File: config.mk
export PLATFORM = sky130hd
export DESIGN_NAME = uart_rx_oversampled_flat
export DESIGN_NICKNAME = d
export VERILOG_FILES = /design/src/rtl/uart_pkg.sv /design/src/rtl/uart_rx_oversampled_if.sv /design/src/rtl/baud_tick_gen.sv /design/src/rtl/uart_rx_oversampled.sv /design/src/flat_wrapper.sv
export SDC_FILE = /design/constraint.sdc
export NUM_CORES = 1
export LEC_CHECK = 0
export CORE_MARGIN = 4
export CORE_UTILIZATION = 61
export CTS_BUF_LIST = sky130_fd_sc_hd__clkbuf_4 sky130_fd_sc_hd__clkbuf_8 sky130_fd_sc_hd__clkbuf_16
export DETAILED_ROUTE_END_ITERATION = 6
export HOLD_SLACK_MARGIN = 0.02
export PLACE_DENSITY = 0.83
export SLEW_MARGIN = 10
export SYNTH_ARGS = -nofsm -noshare
export SYNTH_HDL_FRONTEND = slang
export SYNTH_SLANG_ARGS = --single-unit
File: constraint.sdc
create_clock -name clk -period 3 [get_ports clk]
set_clock_uncertainty 0.2 [all_clocks]
set_input_delay 0.75 -clock clk [delete_from_list [all_inputs] [get_ports clk]]
set_output_delay 0.75 -clock clk [all_outputs]
set_load 0.05 [all_outputs]
File: src/rtl/uart_pkg.sv
// Shared types and defaults for the oversampled UART receiver.
// The divisor helper rounds to nearest so tick-rate error stays within half a clock.
package uart_pkg;

    typedef enum logic [1:0] {
        IDLE  = 2'd0,
        START = 2'd1,
        DATA  = 2'd2,
        STOP  = 2'd3
    } rx_state_t;

    localparam int DEF_NB_DATA      = 8;
    localparam int DEF_NB_STOP      = 16;
    localparam int DEF_BAUD_RATE    = 19200;
    localparam int DEF_CLK_FREQ     = 50_000_000;
    localparam int DEF_OVERSAMPLING = 16;

    function automatic int calc_div(input int clk_freq, input int baud, input int os);
        longint ticks_per_sec;
        ticks_per_sec = longint'(baud) * longint'(os);
        return int'((longint'(clk_freq) + ticks_per_sec / 2) / ticks_per_sec);
    endfunction

    function automatic int max_int(input int a, input int b);
        return (a > b) ? a : b;
    endfunction

endpackage

File: src/rtl/uart_rx_oversampled_if.sv
// Byte-side and serial-side signals of the UART receiver.
// master = receiver, slave = whatever drives the line and consumes bytes.
interface uart_rx_oversampled_if
    import uart_pkg::*;
#(
    parameter int NB_DATA = DEF_NB_DATA
) ();
    logic               i_data;
    logic [NB_DATA-1:0] o_data;
    logic               o_rxdone;
    logic               o_tick;

    modport master (
        input  i_data,
        output o_data,
        output o_rxdone,
        output o_tick
    );

    modport slave (
        output i_data,
        input  o_data,
        input  o_rxdone,
        input  o_tick
    );
endinterface

File: src/rtl/baud_tick_gen.sv
// Free-running divider producing a one-cycle tick at BAUD_RATE*OVERSAMPLING.
// Never resynchronised to the data; the receiver FSM absorbs the phase offset.
module baud_tick_gen
    import uart_pkg::*;
#(
    parameter int CLK_FREQ     = DEF_CLK_FREQ,
    parameter int BAUD_RATE    = DEF_BAUD_RATE,
    parameter int OVERSAMPLING = DEF_OVERSAMPLING
) (
    input  logic clk,
    input  logic i_rst_n,
    output logic o_tick
);
    localparam int DIV = calc_div(CLK_FREQ, BAUD_RATE, OVERSAMPLING);
    localparam int CW  = (DIV > 1) ? $clog2(DIV) : 1;
    localparam logic [CW-1:0] LAST = CW'(DIV - 1);

    logic [CW-1:0] count_reg;
    logic [CW-1:0] count_next;

    always_comb begin
        count_next = (count_reg == LAST) ? '0 : count_reg + CW'(1);
    end

    always_ff @(posedge clk or negedge i_rst_n) begin
        if (!i_rst_n) begin
            count_reg <= '0;
        end else begin
            count_reg <= count_next;
        end
    end

    assign o_tick = (count_reg == LAST);

endmodule

File: src/rtl/uart_rx_oversampled.sv
// UART receiver: finds mid-bit via oversampling ticks, shifts data LSB-first,
// validates the stop bit and publishes the byte with a one-cycle done strobe.
module uart_rx_oversampled
    import uart_pkg::*;
#(
    parameter int NB_DATA      = DEF_NB_DATA,
    parameter int NB_STOP      = DEF_NB_STOP,
    parameter int BAUD_RATE    = DEF_BAUD_RATE,
    parameter int CLK_FREQ     = DEF_CLK_FREQ,
    parameter int OVERSAMPLING = DEF_OVERSAMPLING
) (
    input  logic                  clk,
    input  logic                  i_rst_n,
    uart_rx_oversampled_if.master rx
);
    localparam int S_MAX = max_int(OVERSAMPLING, NB_STOP);
    localparam int SW    = (S_MAX > 1) ? $clog2(S_MAX) : 1;
    localparam int NW    = (NB_DATA > 1) ? $clog2(NB_DATA) : 1;

    localparam logic [SW-1:0] S_MID  = SW'(OVERSAMPLING / 2 - 1);
    localparam logic [SW-1:0] S_BIT  = SW'(OVERSAMPLING - 1);
    localparam logic [SW-1:0] S_STOP = SW'(NB_STOP - 1);
    localparam logic [NW-1:0] N_LAST = NW'(NB_DATA - 1);

    logic tick;

    rx_state_t          state_reg,  state_next;
    logic [SW-1:0]      s_reg,      s_next;
    logic [NW-1:0]      n_reg,      n_next;
    logic [NB_DATA-1:0] shreg_reg,  shreg_next;
    logic [NB_DATA-1:0] data_reg,   data_next;
    logic               rxdone_reg, rxdone_next;

    baud_tick_gen #(
        .CLK_FREQ     (CLK_FREQ),
        .BAUD_RATE    (BAUD_RATE),
        .OVERSAMPLING (OVERSAMPLING)
    ) u_baud_tick_gen (
        .clk     (clk),
        .i_rst_n (i_rst_n),
        .o_tick  (tick)
    );

    always_ff @(posedge clk or negedge i_rst_n) begin
        if (!i_rst_n) begin
            state_reg  <= IDLE;
            s_reg      <= '0;
            n_reg      <= '0;
            shreg_reg  <= '0;
            data_reg   <= '0;
            rxdone_reg <= 1'b0;
        end else begin
            state_reg  <= state_next;
            s_reg      <= s_next;
            n_reg      <= n_next;
            shreg_reg  <= shreg_next;
            data_reg   <= data_next;
            rxdone_reg <= rxdone_next;
        end
    end

    // IDLE reacts every clock so the start edge is caught with one-clock latency;
    // all other states advance only on ticks.
    always_comb begin
        state_next  = state_reg;
        s_next      = s_reg;
        n_next      = n_reg;
        shreg_next  = shreg_reg;
        data_next   = data_reg;
        rxdone_next = 1'b0;
        unique case (state_reg)
            IDLE: begin
                if (!rx.i_data) begin
                    state_next = START;
                    s_next     = '0;
                end
            end
            START: begin
                if (tick) begin
                    if (s_reg == S_MID) begin
                        s_next = '0;
                        if (!rx.i_data) begin
                            state_next = DATA;
                            n_next     = '0;
                        end else begin
                            state_next = IDLE;
                        end
                    end else begin
                        s_next = s_reg + SW'(1);
                    end
                end
            end
            DATA: begin
                if (tick) begin
                    if (s_reg == S_BIT) begin
                        s_next     = '0;
                        shreg_next = {rx.i_data, shreg_reg[NB_DATA-1:1]};
                        if (n_reg == N_LAST) begin
                            state_next = STOP;
                        end else begin
                            n_next = n_reg + NW'(1);
                        end
                    end else begin
                        s_next = s_reg + SW'(1);
                    end
                end
            end
            STOP: begin
                if (tick) begin
                    if (s_reg == S_STOP) begin
                        // A low stop bit is a framing error: drop the byte silently.
                        if (rx.i_data) begin
                            data_next   = shreg_reg;
                            rxdone_next = 1'b1;
                        end
                        state_next = IDLE;
                        s_next     = '0;
                    end else begin
                        s_next = s_reg + SW'(1);
                    end
                end
            end
            default: begin
                state_next = IDLE;
            end
        endcase
    end

    always_comb begin
        rx.o_data   = data_reg;
        rx.o_rxdone = rxdone_reg;
        rx.o_tick   = tick;
    end

endmodule

File: src/flat_wrapper.sv
// flat-port wrapper written by rule: the top's interface ports become plain ports
module uart_rx_oversampled_flat import uart_pkg::*;
#(
    parameter int NB_DATA      = DEF_NB_DATA,
    parameter int NB_STOP      = DEF_NB_STOP,
    parameter int BAUD_RATE    = DEF_BAUD_RATE,
    parameter int CLK_FREQ     = DEF_CLK_FREQ,
    parameter int OVERSAMPLING = DEF_OVERSAMPLING
)
  (clk, i_rst_n, rx_i_data, rx_o_data, rx_o_rxdone, rx_o_tick);
  uart_rx_oversampled_if #(.NB_DATA(NB_DATA)) rx_i ();
  input  logic clk;
  input  logic i_rst_n;
  input wire logic [$bits(rx_i.i_data)-1:0] rx_i_data;
  output wire logic [$bits(rx_i.o_data)-1:0] rx_o_data;
  output wire logic [$bits(rx_i.o_rxdone)-1:0] rx_o_rxdone;
  output wire logic [$bits(rx_i.o_tick)-1:0] rx_o_tick;
  assign rx_i.i_data = rx_i_data;
  assign rx_o_data = rx_i.o_data;
  assign rx_o_rxdone = rx_i.o_rxdone;
  assign rx_o_tick = rx_i.o_tick;
  uart_rx_oversampled #(.NB_DATA(NB_DATA), .NB_STOP(NB_STOP), .BAUD_RATE(BAUD_RATE), .CLK_FREQ(CLK_FREQ), .OVERSAMPLING(OVERSAMPLING)) u_core (.clk(clk), .i_rst_n(i_rst_n), .rx(rx_i));
endmodule
Word-level counts from Yosys, hierarchy flattened

Cells that the tools add are included.

Register bits: 34
Input port bits: 3
Output and inout bits: 10
Logic and storage cells: 64

Add/subtract/negate cells: 3
Equality and inequality tests: 18
Multiplexer cells: 28
Reductions and logical operators: 8

Operators by type and width:

| cell                | count |
|---|---|
| $mux 4              | 5 |
| $mux 2              | 9 |
| $mux 3              | 6 |
| $ne 2x2->1 const B  | 6 |
| $pmux 4 s3          | 1 |
| $ne 2x1->1 const B  | 5 |
| $add 8x1->8 const B | 1 |
| $eq 8x8->1 const B  | 1 |
| $mux 8              | 1 |
| $pmux 2 s4          | 1 |
| $reduce_and 8->1    | 1 |
| $reduce_and 7->1    | 1 |
| $pmux 3 s2          | 1 |
| $reduce_and 3->1    | 2 |
| $add 4x1->4 const B | 1 |
| $eq 2x2->1 const B  | 2 |
| $eq 4x3->1 const B  | 1 |
| $eq 4x4->1 const B  | 1 |
| $mux 1              | 4 |
| $reduce_and 4->1    | 1 |
| $add 3x1->3 const B | 1 |
| $eq 3x3->1 const B  | 1 |
| $eq 2x1->1 const B  | 1 |
| $logic_not 2->1     | 1 |
| other kinds (2)     | 2 |

Logic depth before layout (Yosys ltp)

Gate-level depths: netlist of the first run.

Depth in word-level cells: 5
Depth in mapped cells: 7
Depth with buffers taken out: 7

Cells and area by module

A second synthesis of the first run with hierarchy kept.

Cells, all modules: 129
Area, all modules: 1607.8 um^2

Modules (own cells, without submodules):

| module              | instances | cells an instance | area an instance (um^2) | seq. area each (um^2) |
|---|---|---|---|---|
| uart_rx_oversampled | 1         | 92                | 1201.2                  | 650.6 |
| baud_tick_gen       | 1         | 37                | 406.6                   | 200.2 |

Worst setup path before layout of the first run

No wires, ideal clock.

Path kind: register to output
Start: register u_core.u_baud_tick_gen.count_reg[0]
End: output rx_o_tick
Data arrival time: 1.209 ns
Path slack: 0.841 ns
Stages on the path, launching flop included: 6
Path buffers: 0
Cells stage by stage: dfrtp_1 > inv_1 > ha_1 > and4b_2 > nand2_1 > inv_2

Longest elaborated chain between the ends: 1

Ends and longest elaborated chain:

| element                | line                | RTL |
|---|---|---|
| from (decl)            | baud_tick_gen.sv:18 | `logic [CW-1:0] count_reg;` |
| from (signal assigned) | baud_tick_gen.sv:29 | `count_reg <= count_next;` |
| $eq 8x8->1             | baud_tick_gen.sv:33 | `assign o_tick = (count_reg == LAST);` |
| to (decl)              | flat_wrapper.sv:17  | `output wire logic [$bits(rx_i.o_tick)-1:0] rx_o_tick;` |

No other way between the ends.

Final worst setup path of the first run

Same ends and word-level chain as after synthesis.

==> results of run 1 <==
==> layout make-up <==
type                       count  area share [%]
sequential                    34            46.7
clock inverter                 1           0.275
timing repair buffer          13            6.87
clock buffer                   7            3.23
tap                           30            2.06
multi-input combinational     88            39.4
inverter                       7            1.44
==> cells by family after synthesis <==
logic type | Yosys count
AND/OR/NAND/NOR | 38
adder cells (fa/ha/maj) | 5
flip-flops | 34
multiplexers | 20
buffers and inverters | 11
AO/OA/AOI/OAI | 20
XOR/XNOR | 5
==> power breakdown <==
group	internal [W]	total, W	switching (W)
Clock	0.000123	0.000267	0.000144
Sequential	0.000458	0.000458	0
Combinational	0.00000343	0.0000135	0.0000101
Total	0.000584	0.000738	0.000154
==> worst max-delay path by stage <==
stage                     endpoint                           startpoint  slack [ns]  depth (start not counted)
3_5_place_dp   u_core.rx.o_data[0]                            rx_i_data        0.48                          4
2_1_floorplan            rx_o_tick  u_core.u_baud_tick_gen.count_reg[0]        0.84                          5
6_report                 rx_o_tick  u_core.u_baud_tick_gen.count_reg[0]        0.29                          6
5_1_grt                  rx_o_tick  u_core.u_baud_tick_gen.count_reg[0]        0.14                          6
4_1_cts                  rx_o_tick  u_core.u_baud_tick_gen.count_reg[0]        0.26                          6
3_3_place_gp   u_core.rx.o_data[3]                            rx_i_data        0.51                          4
==> critical path, cell delays in order, from the launching register on <==
cell     delay [ns]
dfrtp_1        0.43
inv_1          0.07
ha_1           0.16
and4b_2        0.28
nand2_1        0.11
inv_2          0.16
buf_4          0.22
==> through the flow <==
stage	hold WS, ns	cells	area, sq um	power (W)
after floorplan	0.254	133	1610	0.000468
after global placement	0.285	172	1760	0.000481
after detailed placement	0.298	172	1760	0.000481
after CTS	0.323	180	1820	0.000751
after global routing	0.340	180	1820	0.000777
final	0.317	180	1820	0.000738
==> cell usage in the layout, fill, tap and decap left out, types with 2 or more instances in the layout <==
cell type / n
a22o_1: 3
ha_1: 5
xnor2_1: 4
o21ai_0: 6
nand3_1: 6
nand2_1: 6
inv_1: 6
clkdlybuf4s50_1: 11
nor2b_1: 2
nor2_1: 9
nand4_1: 3
clkbuf_4: 6
a31oi_1: 7
mux2_2: 18
buf_4: 2
dfrtp_1: 34
nor2_8: 2
mux2i_1: 2
==> metal layers <==
layer,vias up,GRT usage [%],share of wire (%)
li1,511,-,-
met1,537,21.7,41
met2,25,29.0,51
met3,7,5.23,5.3
met4,0,7.77,1.9
met5,-,0,0
==> results by group, run 1 <==
STA
  • Crit path time final: 2.71 ns
  • Final setup TNS: 0 ns
  • Final setup margin: 0.287 ns
  • Peak Freq: 369 MHz
  • Final setup fails: 0
  • Final Hold Fails: 0
  • RSZ-0062 raised after global routing: false
  • Slew at the pin closest to its max-slew limit: 0.502 ns
  • Period utilization: 90.4%
  • Max Slew Vio Count: 0
  • Rel. slew slack: 66.4%

GRT
  • Number of global-route vias before repair: 1,025
  • Grt ovf: 0
  • Global-route wire length before repair: 4.60 mm
  • Pin count of the biggest net entering global routing: 35
  • Initial antenna violation count: 0
  • Gr usage total: 17.8%

Cells and area
  • Fillers: 184
  • Antenna cells: 0
  • Area growth syn-to-layout: 12.9%
  • FF+latch area: 851 sq um
  • Post-Route Utilization: 72.8%
  • Nets: 157
  • Multi-input gate area: 717 sq um
  • Ratio of cells with drive above 1 in the final layout: 24.0%

Place
  • GPL Wtd Cong: 0.821
  • I/O Buffers: 12
  • Worst slack, placed: 0.478 ns
  • DP HPWL: 1.93 mm

Critical path
  • Req. time, crit path: 2.05 ns
  • CP Capture Type: output pin
  • Worst EP arrival: 1.76 ns
  • Critical Path Start Type: flop
  • R2r setup slk: 0.94 ns
  • R2R Path Start: u_core.u_baud_tick_gen.count_reg[0]
  • Worst r2r path cells: 6
  • Critical Path Fanout Max: 8
  • Critical path class: flop to output pin
  • Worst r2r dst: u_core.shreg_reg[1]

Synthesis
  • Most common cell in the netlist: dfrtp_1
  • Synthesized cell area: 1610 sq um
  • Largest area contributor in the netlist: dfrtp_1
  • Post-Synth XOR/XNOR Area: 2.72%
  • Synthesis-stage register bit count: 34
  • Synth Flop Type: dfrtp_1
  • Mean post-synth cell area: 12.1 sq um
  • Yosys warns: 0
  • Most instantiated cells after synthesis: dfrtp_1, mux2_2, nor2_1
  • Post-synthesis mux area share: 13.8%
  • Synth Area in Compound Gates: 7.91%
  • Number of synthesized flops with an enable pin: 0
  • Post-Synth Adder-Cell Area: 3.88%
  • Top post-synthesis cells by area: dfrtp_1, mux2_2, ha_1, a31oi_1, nor2_8
  • Async SR Flop Fraction: 100%
  • Largest family of logic cells by synthesized area: simple AND/OR/NAND/NOR gates
  • Synth unique cells: 34
  • Simple-gate share of the synthesized area: 16.1%
  • Post-synthesis sequential area ratio: 52.8%
  • Top-area cell type share of the netlist area: 52.8%
  • Cells after Synth: 133
  • Syn Nets: 141

Clock network
  • Max clock buf depth: 2
  • Worst-Skew Late Latency: 0.33 ns
  • Clock sink total: 34
  • CTS clk-pin slew, worst paths: 0.10 ns
  • Root buf cell: clkbuf_4
  • Post_cts resized: 0
  • TritonCTS clock tree: yes
  • Hold_buf cts: 0
  • Num CTS Buffers: 5
  • H-tree Lvls: 2
  • Setup Buffers After CTS: 0

Pwr
  • PD cells: 406 nW/um^2
  • Maximum vdd drop: 0.000389 V
  • Leak Pwr: 0.905 nW

Floorplanning
  • Die W: 59.4 um
  • Core Region: 2500 sq um
  • Initial Util: 64.5%
  • Die height: 59.4 um
  • IO Pins: 13
  • # rows: 18
  • DIE AREA: 3530 sq um

Flow run
  • Number of max-cap violations: 0

Min path
  • Worst hold stages: 1
  • Hold EP: u_core.rx.o_data[1]
  • Worst Hold Class: flop to flop
  • Worst Hold Launch: u_core.rx.o_data[1]

Detailed routing
  • WL/cell: 15.2 um
  • Routed Antenna Nets: 0
  • Routed vias: 1,080
  • DR iter-0 viols: 42
  • Vias per inst: 6.00
  • DRC violations left: 0
  • TritonRoute pass-1 iters: 4
  • Final WL: 2.74 mm

Outcome
  • Run status: complete, no violations
No activity file was read; power rests on OpenSTA's default activity.
==> inputs of run 2 (changes only) <==
CORE_UTILIZATION = 50   (was 61)
PLACE_DENSITY = 0.7   (was 0.83)
==> run 2 against run 1 <==
  * Sequential cell count unchanged
  * Largest power group unchanged
  * Register-to-register slack about the same
  * Total power fell by 4.7%
  * Fmax down 0.56%
  * Largest cell class unchanged
  * Cell area about the same
  * Non-clock buffer count stayed put
  * Setup slack got worse by 0.015 ns
  * Highest routed layer unchanged
  * Global-route usage shrank 2.2 points
  * Hold slack about the same
  * First-iteration DRC count rose by 64%
  * Wire length fell by 2.0%
==> results by group, run 2 (same netlist as run 1, synthesis figures left out) <==
GRT
  • Number of global-route vias before repair: 1,093
  • Global-route wire length before repair: 4.85 mm
  • Pin count of the biggest net entering global routing: 35
  • Initial antenna violation count: 0
  • Gr usage total: 15.6%
  • Grt ovf: 0

Critical path
  • Critical path class: flop to output pin
  • CP Capture Type: output pin
  • Req. time, crit path: 2.05 ns
  • Critical Path Fanout Max: 8
  • Critical Path Start Type: flop
  • Worst EP arrival: 1.78 ns
  • Worst r2r path cells: 6

Pwr
  • Net Sw Frac: 22.5%
  • PD cells: 386 nW/um^2
  • Clk pwr share: 33.0%
  • Pint: 0.000545 W
  • Sequential share of power: 65.1%
  • Leak Pwr: 0.897 nW
  • NetSw: 0.000158 W
  • Maximum vdd drop: 0.000229 V
  • Combinational share of power: 1.9%

STA
  • Slew at the pin closest to its max-slew limit: 0.500 ns
  • Rel. slew slack: 66.5%
  • RSZ-0062 raised after global routing: false
  • Final setup fails: 0
  • Final setup TNS: 0 ns
  • Period utilization: 90.9%
  • Crit path time final: 2.73 ns
  • Max Slew Vio Count: 0
  • Final Hold Fails: 0
  • Peak Freq: 367 MHz

Min path
  • Worst hold stages: 1
  • Worst Hold Class: flop to flop

Cells and area
  • Commonest cells after routing, fill and taps aside: dfrtp_1, mux2_2, clkdlybuf4s50_1, nor2_1, a31oi_1
  • Antenna cells: 0
  • Post-Route Utilization: 59.2%
  • Ratio of cells with drive above 1 in the final layout: 23.5%
  • Nets: 157
  • Commonest non-fill, non-tap cell in the layout: dfrtp_1
  • Area growth syn-to-layout: 13.0%

Place
  • DP HPWL: 1.85 mm
  • I/O Buffers: 12
  • GPL Wtd Cong: 0.816

Clock network
  • Post_cts resized: 0
  • Root buf cell: clkbuf_4
  • Setup Buffers After CTS: 0
  • TritonCTS clock tree: yes
  • Max clock buf depth: 2
  • Clock sink total: 34
  • CTS clk-pin slew, worst paths: 0.10 ns
  • Hold_buf cts: 0
  • H-tree Lvls: 2
  • Worst-Skew Late Latency: 0.33 ns
  • Num CTS Buffers: 5

Outcome
  • Run status: complete, no violations

Detailed routing
  • WL/cell: 13.9 um
  • Routed vias: 1,023
  • TritonRoute pass-1 iters: 4
  • DRC violations left: 0
  • DR iter-0 viols: 69
  • Final WL: 2.68 mm
  • Vias per inst: 5.30
  • Routed Antenna Nets: 0

Floorplanning
  • Initial Util: 52.4%
  • Die W: 64.8 um
  • IO Pins: 13
  • # rows: 20
  • Core Region: 3080 sq um
  • Die height: 64.8 um
  • DIE AREA: 4200 sq um

Flow run
  • Number of max-cap violations: 0
==> run 2: final cells by class <==
cell class,instances,area [sq um]
fill,259,1260
sequential,34,851
inverter,7,26.3
clock buffer,5,37.5
multi-input combinational,88,717
tap,44,55.1
clock inverter,2,10.0
timing repair buffer,13,125
==> run 2: final timing paths <==
kind                            slack (ns)                                 from                                   to
worst max-delay path                  0.27  u_core.u_baud_tick_gen.count_reg[0]                            rx_o_tick
worst min-delay path                  0.32                  u_core.rx.o_data[2]                  u_core.rx.o_data[2]
worst max register to register        0.95  u_core.u_baud_tick_gen.count_reg[0]                  u_core.rx.o_data[3]
worst min register to register        0.32                  u_core.rx.o_data[2]                  u_core.rx.o_data[2]
max in group asynchronous             1.68                              i_rst_n  u_core.u_baud_tick_gen.count_reg[1]
min in group asynchronous             0.61                              i_rst_n                      u_core.s_reg[0]
==> run 2: metrics by stage <==
stage                     std cells  cell area [sq um]  setup WS (ns)  power (W)  hold WS (ns)
after global routing            193               1820          0.156   0.000739         0.347
after CTS                       193               1820          0.250   0.000715         0.321
after floorplan                 133               1610          0.841   0.000468         0.254
final                           193               1820          0.272   0.000704         0.317
after detailed placement        186               1770          0.449   0.000481         0.294
after global placement          186               1770          0.498   0.000481         0.283
==> run 2: power by group through the flow <==
stage / Sequential, W / Clock, W / Combinational, W
final: 0.000458 / 0.000232 / 0.0000137
after global routing: 0.000458 / 0.000265 / 0.0000163
after CTS: 0.000458 / 0.000242 / 0.0000145
after detailed placement: 0.000467 / 0 / 0.0000144
after global placement: 0.000467 / 0 / 0.0000141
after floorplan: 0.000467 / 0 / 0.000000612
==> run 2: worst max-delay path: stages, from the launching register on <==
cell	delay (ns)
dfrtp_1	0.43
inv_1	0.07
ha_1	0.17
and4b_2	0.28
nand2_1	0.11
inv_2	0.16
buf_4	0.22
==> run 2: per-layer routing <==
| metal | track usage, % | vias up | part of all wire, % |
|---|---|---|---|
| li1 | - | 503 | - |
| met2 | 25.8 | 19 | 50 |
| met5 | 0 | - | 0 |
| met3 | 5.72 | 4 | 4.1 |
| met1 | 18.2 | 497 | 45 |
| met4 | 6.33 | 0 | 1.5 |
==> inputs of run 3 (changes only) <==
CAP_MARGIN = 20   (was not set)
CORE_ASPECT_RATIO = 1.1   (was not set)
==> run 3 against run 2 <==
  * Combinational power about the same
  * Via count is 1.1% higher
  * Non-clock buffer count unchanged
  * First-iteration DRC count down 62%
  * Wire length decreased by 1.2%
  * Sequential power about the same
  * Sequential share of layout area fell by 0.096 points
  * Global-route usage is 1.2 points lower
  * Cell area rose by 0.21%
  * Die area hardly changed
  * Setup slack gained 0.0088 ns
  * Register-to-register slack worse by 0.03 ns
==> results by group, run 3 (same netlist as run 1, synthesis figures left out) <==
GRT
  • Global-route wire length before repair: 4.70 mm
  • Gr usage total: 14.4%
  • Number of global-route vias before repair: 1,022
  • Grt ovf: 0
  • Pin count of the biggest net entering global routing: 35
  • Initial antenna violation count: 0

Flow run
  • Number of max-cap violations: 0

Min path
  • Worst Hold Class: flop to flop
  • Worst Hold Launch: u_core.shreg_reg[0]
  • Hold EP: u_core.rx.o_data[0]
  • Worst hold stages: 1

Floorplanning
  • # rows: 21
  • Initial Util: 52.5%
  • DIE AREA: 4200 sq um
  • Core Region: 3070 sq um
  • Die W: 62.2 um
  • IO Pins: 13
  • Die height: 67.6 um

Clock network
  • Post_cts resized: 0
  • TritonCTS clock tree: yes
  • Hold_buf cts: 0
  • Max clock buf depth: 2
  • Setup Buffers After CTS: 0
  • CTS clk-pin slew, worst paths: 0.10 ns
  • Worst-Skew Late Latency: 0.33 ns
  • Root buf cell: clkbuf_4
  • H-tree Lvls: 2
  • Clock sink total: 34
  • Num CTS Buffers: 5

Cells and area
  • Post-Layout Cell Count: 184
  • Post-Route Utilization: 59.4%
  • Area growth syn-to-layout: 13.2%
  • Antenna cells: 0
  • Fillers: 257
  • Commonest cells after routing, fill and taps aside: dfrtp_1, mux2_2, clkdlybuf4s50_1, nor2_1, a31oi_1
  • Nets: 157
  • Ratio of cells with drive above 1 in the final layout: 24.0%
  • Commonest non-fill, non-tap cell in the layout: dfrtp_1

Detailed routing
  • DR iter-0 viols: 26
  • Vias per inst: 5.62
  • DRC violations left: 0
  • TritonRoute pass-1 iters: 4
  • Routed Antenna Nets: 0
  • Final WL: 2.65 mm
  • WL/cell: 14.4 um
  • Routed vias: 1,034

Critical path
  • Critical Path Fanout Max: 8
  • Critical path class: flop to output pin
  • Req. time, crit path: 2.05 ns
  • R2R Path Start: u_core.u_baud_tick_gen.count_reg[0]
  • Critical Path Start Type: flop
  • CP Cell Sequence: inv_1, ha_1, and4b_2, nand2_1, inv_2, buf_4
  • Critical path's slowest cell: dfrtp_1
  • Worst r2r path cells: 6
  • CP Capture Type: output pin
  • Critical path's top delay family: buffers and inverters
  • Worst r2r dst: u_core.rx.o_data[2]
  • Worst EP arrival: 1.77 ns
  • Critical Path Max Stage Delay: 0.44 ns
  • R2r setup slk: 0.92 ns
  • Buf+Inv Stages, Crit Path: 3

Pwr
  • Leak Pwr: 0.900 nW
  • Maximum vdd drop: 0.000345 V
  • PD cells: 404 nW/um^2

STA
  • Peak Freq: 368 MHz
  • Final setup TNS: 0 ns
  • RSZ-0062 raised after global routing: false
  • Final setup fails: 0
  • Max Slew Vio Count: 0
  • Final Hold Fails: 0
  • Rel. slew slack: 65.7%
  • Period utilization: 90.6%
  • Crit path time final: 2.72 ns
  • Slew at the pin closest to its max-slew limit: 0.513 ns

Place
  • GPL Wtd Cong: 0.776
  • DP HPWL: 1.88 mm
  • I/O Buffers: 12
  • Dpl cells: 176

Outcome
  • Run status: complete, no violations
==> run 3: cell count changes in the layout (fill, tap and decap cells not counted) <==
cell | before | now
clkinvlp_4 | 0 | 1
clkinv_2 | 2 | 1
clkbuf_8 | 0 | 1
==> run 3: area by class of cell <==
class | instances | area, sq um | area share (%)
Timing Repair Buffer | 13 | 125 | 6.85
Clock inverter | 2 | 12.5 | 0.685
Multi-Input combinational cell | 88 | 717 | 39.3
Sequential cell | 34 | 851 | 46.6
Inverter | 7 | 26.3 | 1.44
Tap cell | 34 | 42.5 | 2.33
Clock buffer | 6 | 51.3 | 2.81
==> run 3: how the worst max path moves through the flow <==
stage / start / to / slack [ns] / depth (start not counted)
finish: u_core.u_baud_tick_gen.count_reg[0] / rx_o_tick / 0.28 / 6
global route: u_core.u_baud_tick_gen.count_reg[0] / rx_o_tick / 0.15 / 6
CTS: u_core.u_baud_tick_gen.count_reg[0] / rx_o_tick / 0.27 / 6
detailed placement: rx_i_data / u_core.rx.o_data[2] / 0.46 / 4
global placement: rx_i_data / u_core.rx.o_data[5] / 0.52 / 4
floorplan: u_core.u_baud_tick_gen.count_reg[0] / rx_o_tick / 0.84 / 5
==> run 3: worst reg2reg max path, delay by kind of cell, from the launching register on <==
family / cells / cell delay (ns)
muxes: 1 / 0.36
DFF: 1 / 0.44
buffers and inverters: 1 / 0.08
and+or+nand+nor: 3 / 0.74
adders and majority gates: 1 / 0.16
==> run 3: power by group <==
| group | total (W) | leakage [nW] | internal [W] | switching [W] |
|---|---|---|---|---|
| clock | 0.000265 | 0.0343 | 0.000113 | 0.000153 |
| combinational | 0.0000135 | 0.431 | 0.00000344 | 0.0000101 |
| sequential | 0.000458 | 0.435 | 0.000458 | 0 |
==> run 3: routing by layer <==
layer,routed length [um],GRT usage (%),vias up,part of all wire [%]
met5,0,0,-,0
met4,53,6.50,0,2.0
met3,114,5.66,8,4.3
met2,1320,23.2,16,50
met1,1160,17.0,497,44
li1,-,-,513,-
==> run 3: metrics by stage <==
| step | total power [W] | worst slack [ns] | hold slack [ns] | instance area [sq um] |
|---|---|---|---|---|
| finish | 0.000737 | 0.281 | 0.311 | 1830 |
| global route | 0.000776 | 0.152 | 0.330 | 1830 |
| CTS | 0.000749 | 0.273 | 0.320 | 1830 |
| detailed placement | 0.000481 | 0.461 | 0.297 | 1760 |
| global placement | 0.000481 | 0.516 | 0.287 | 1760 |
| floorplan | 0.000468 | 0.841 | 0.254 | 1610 |
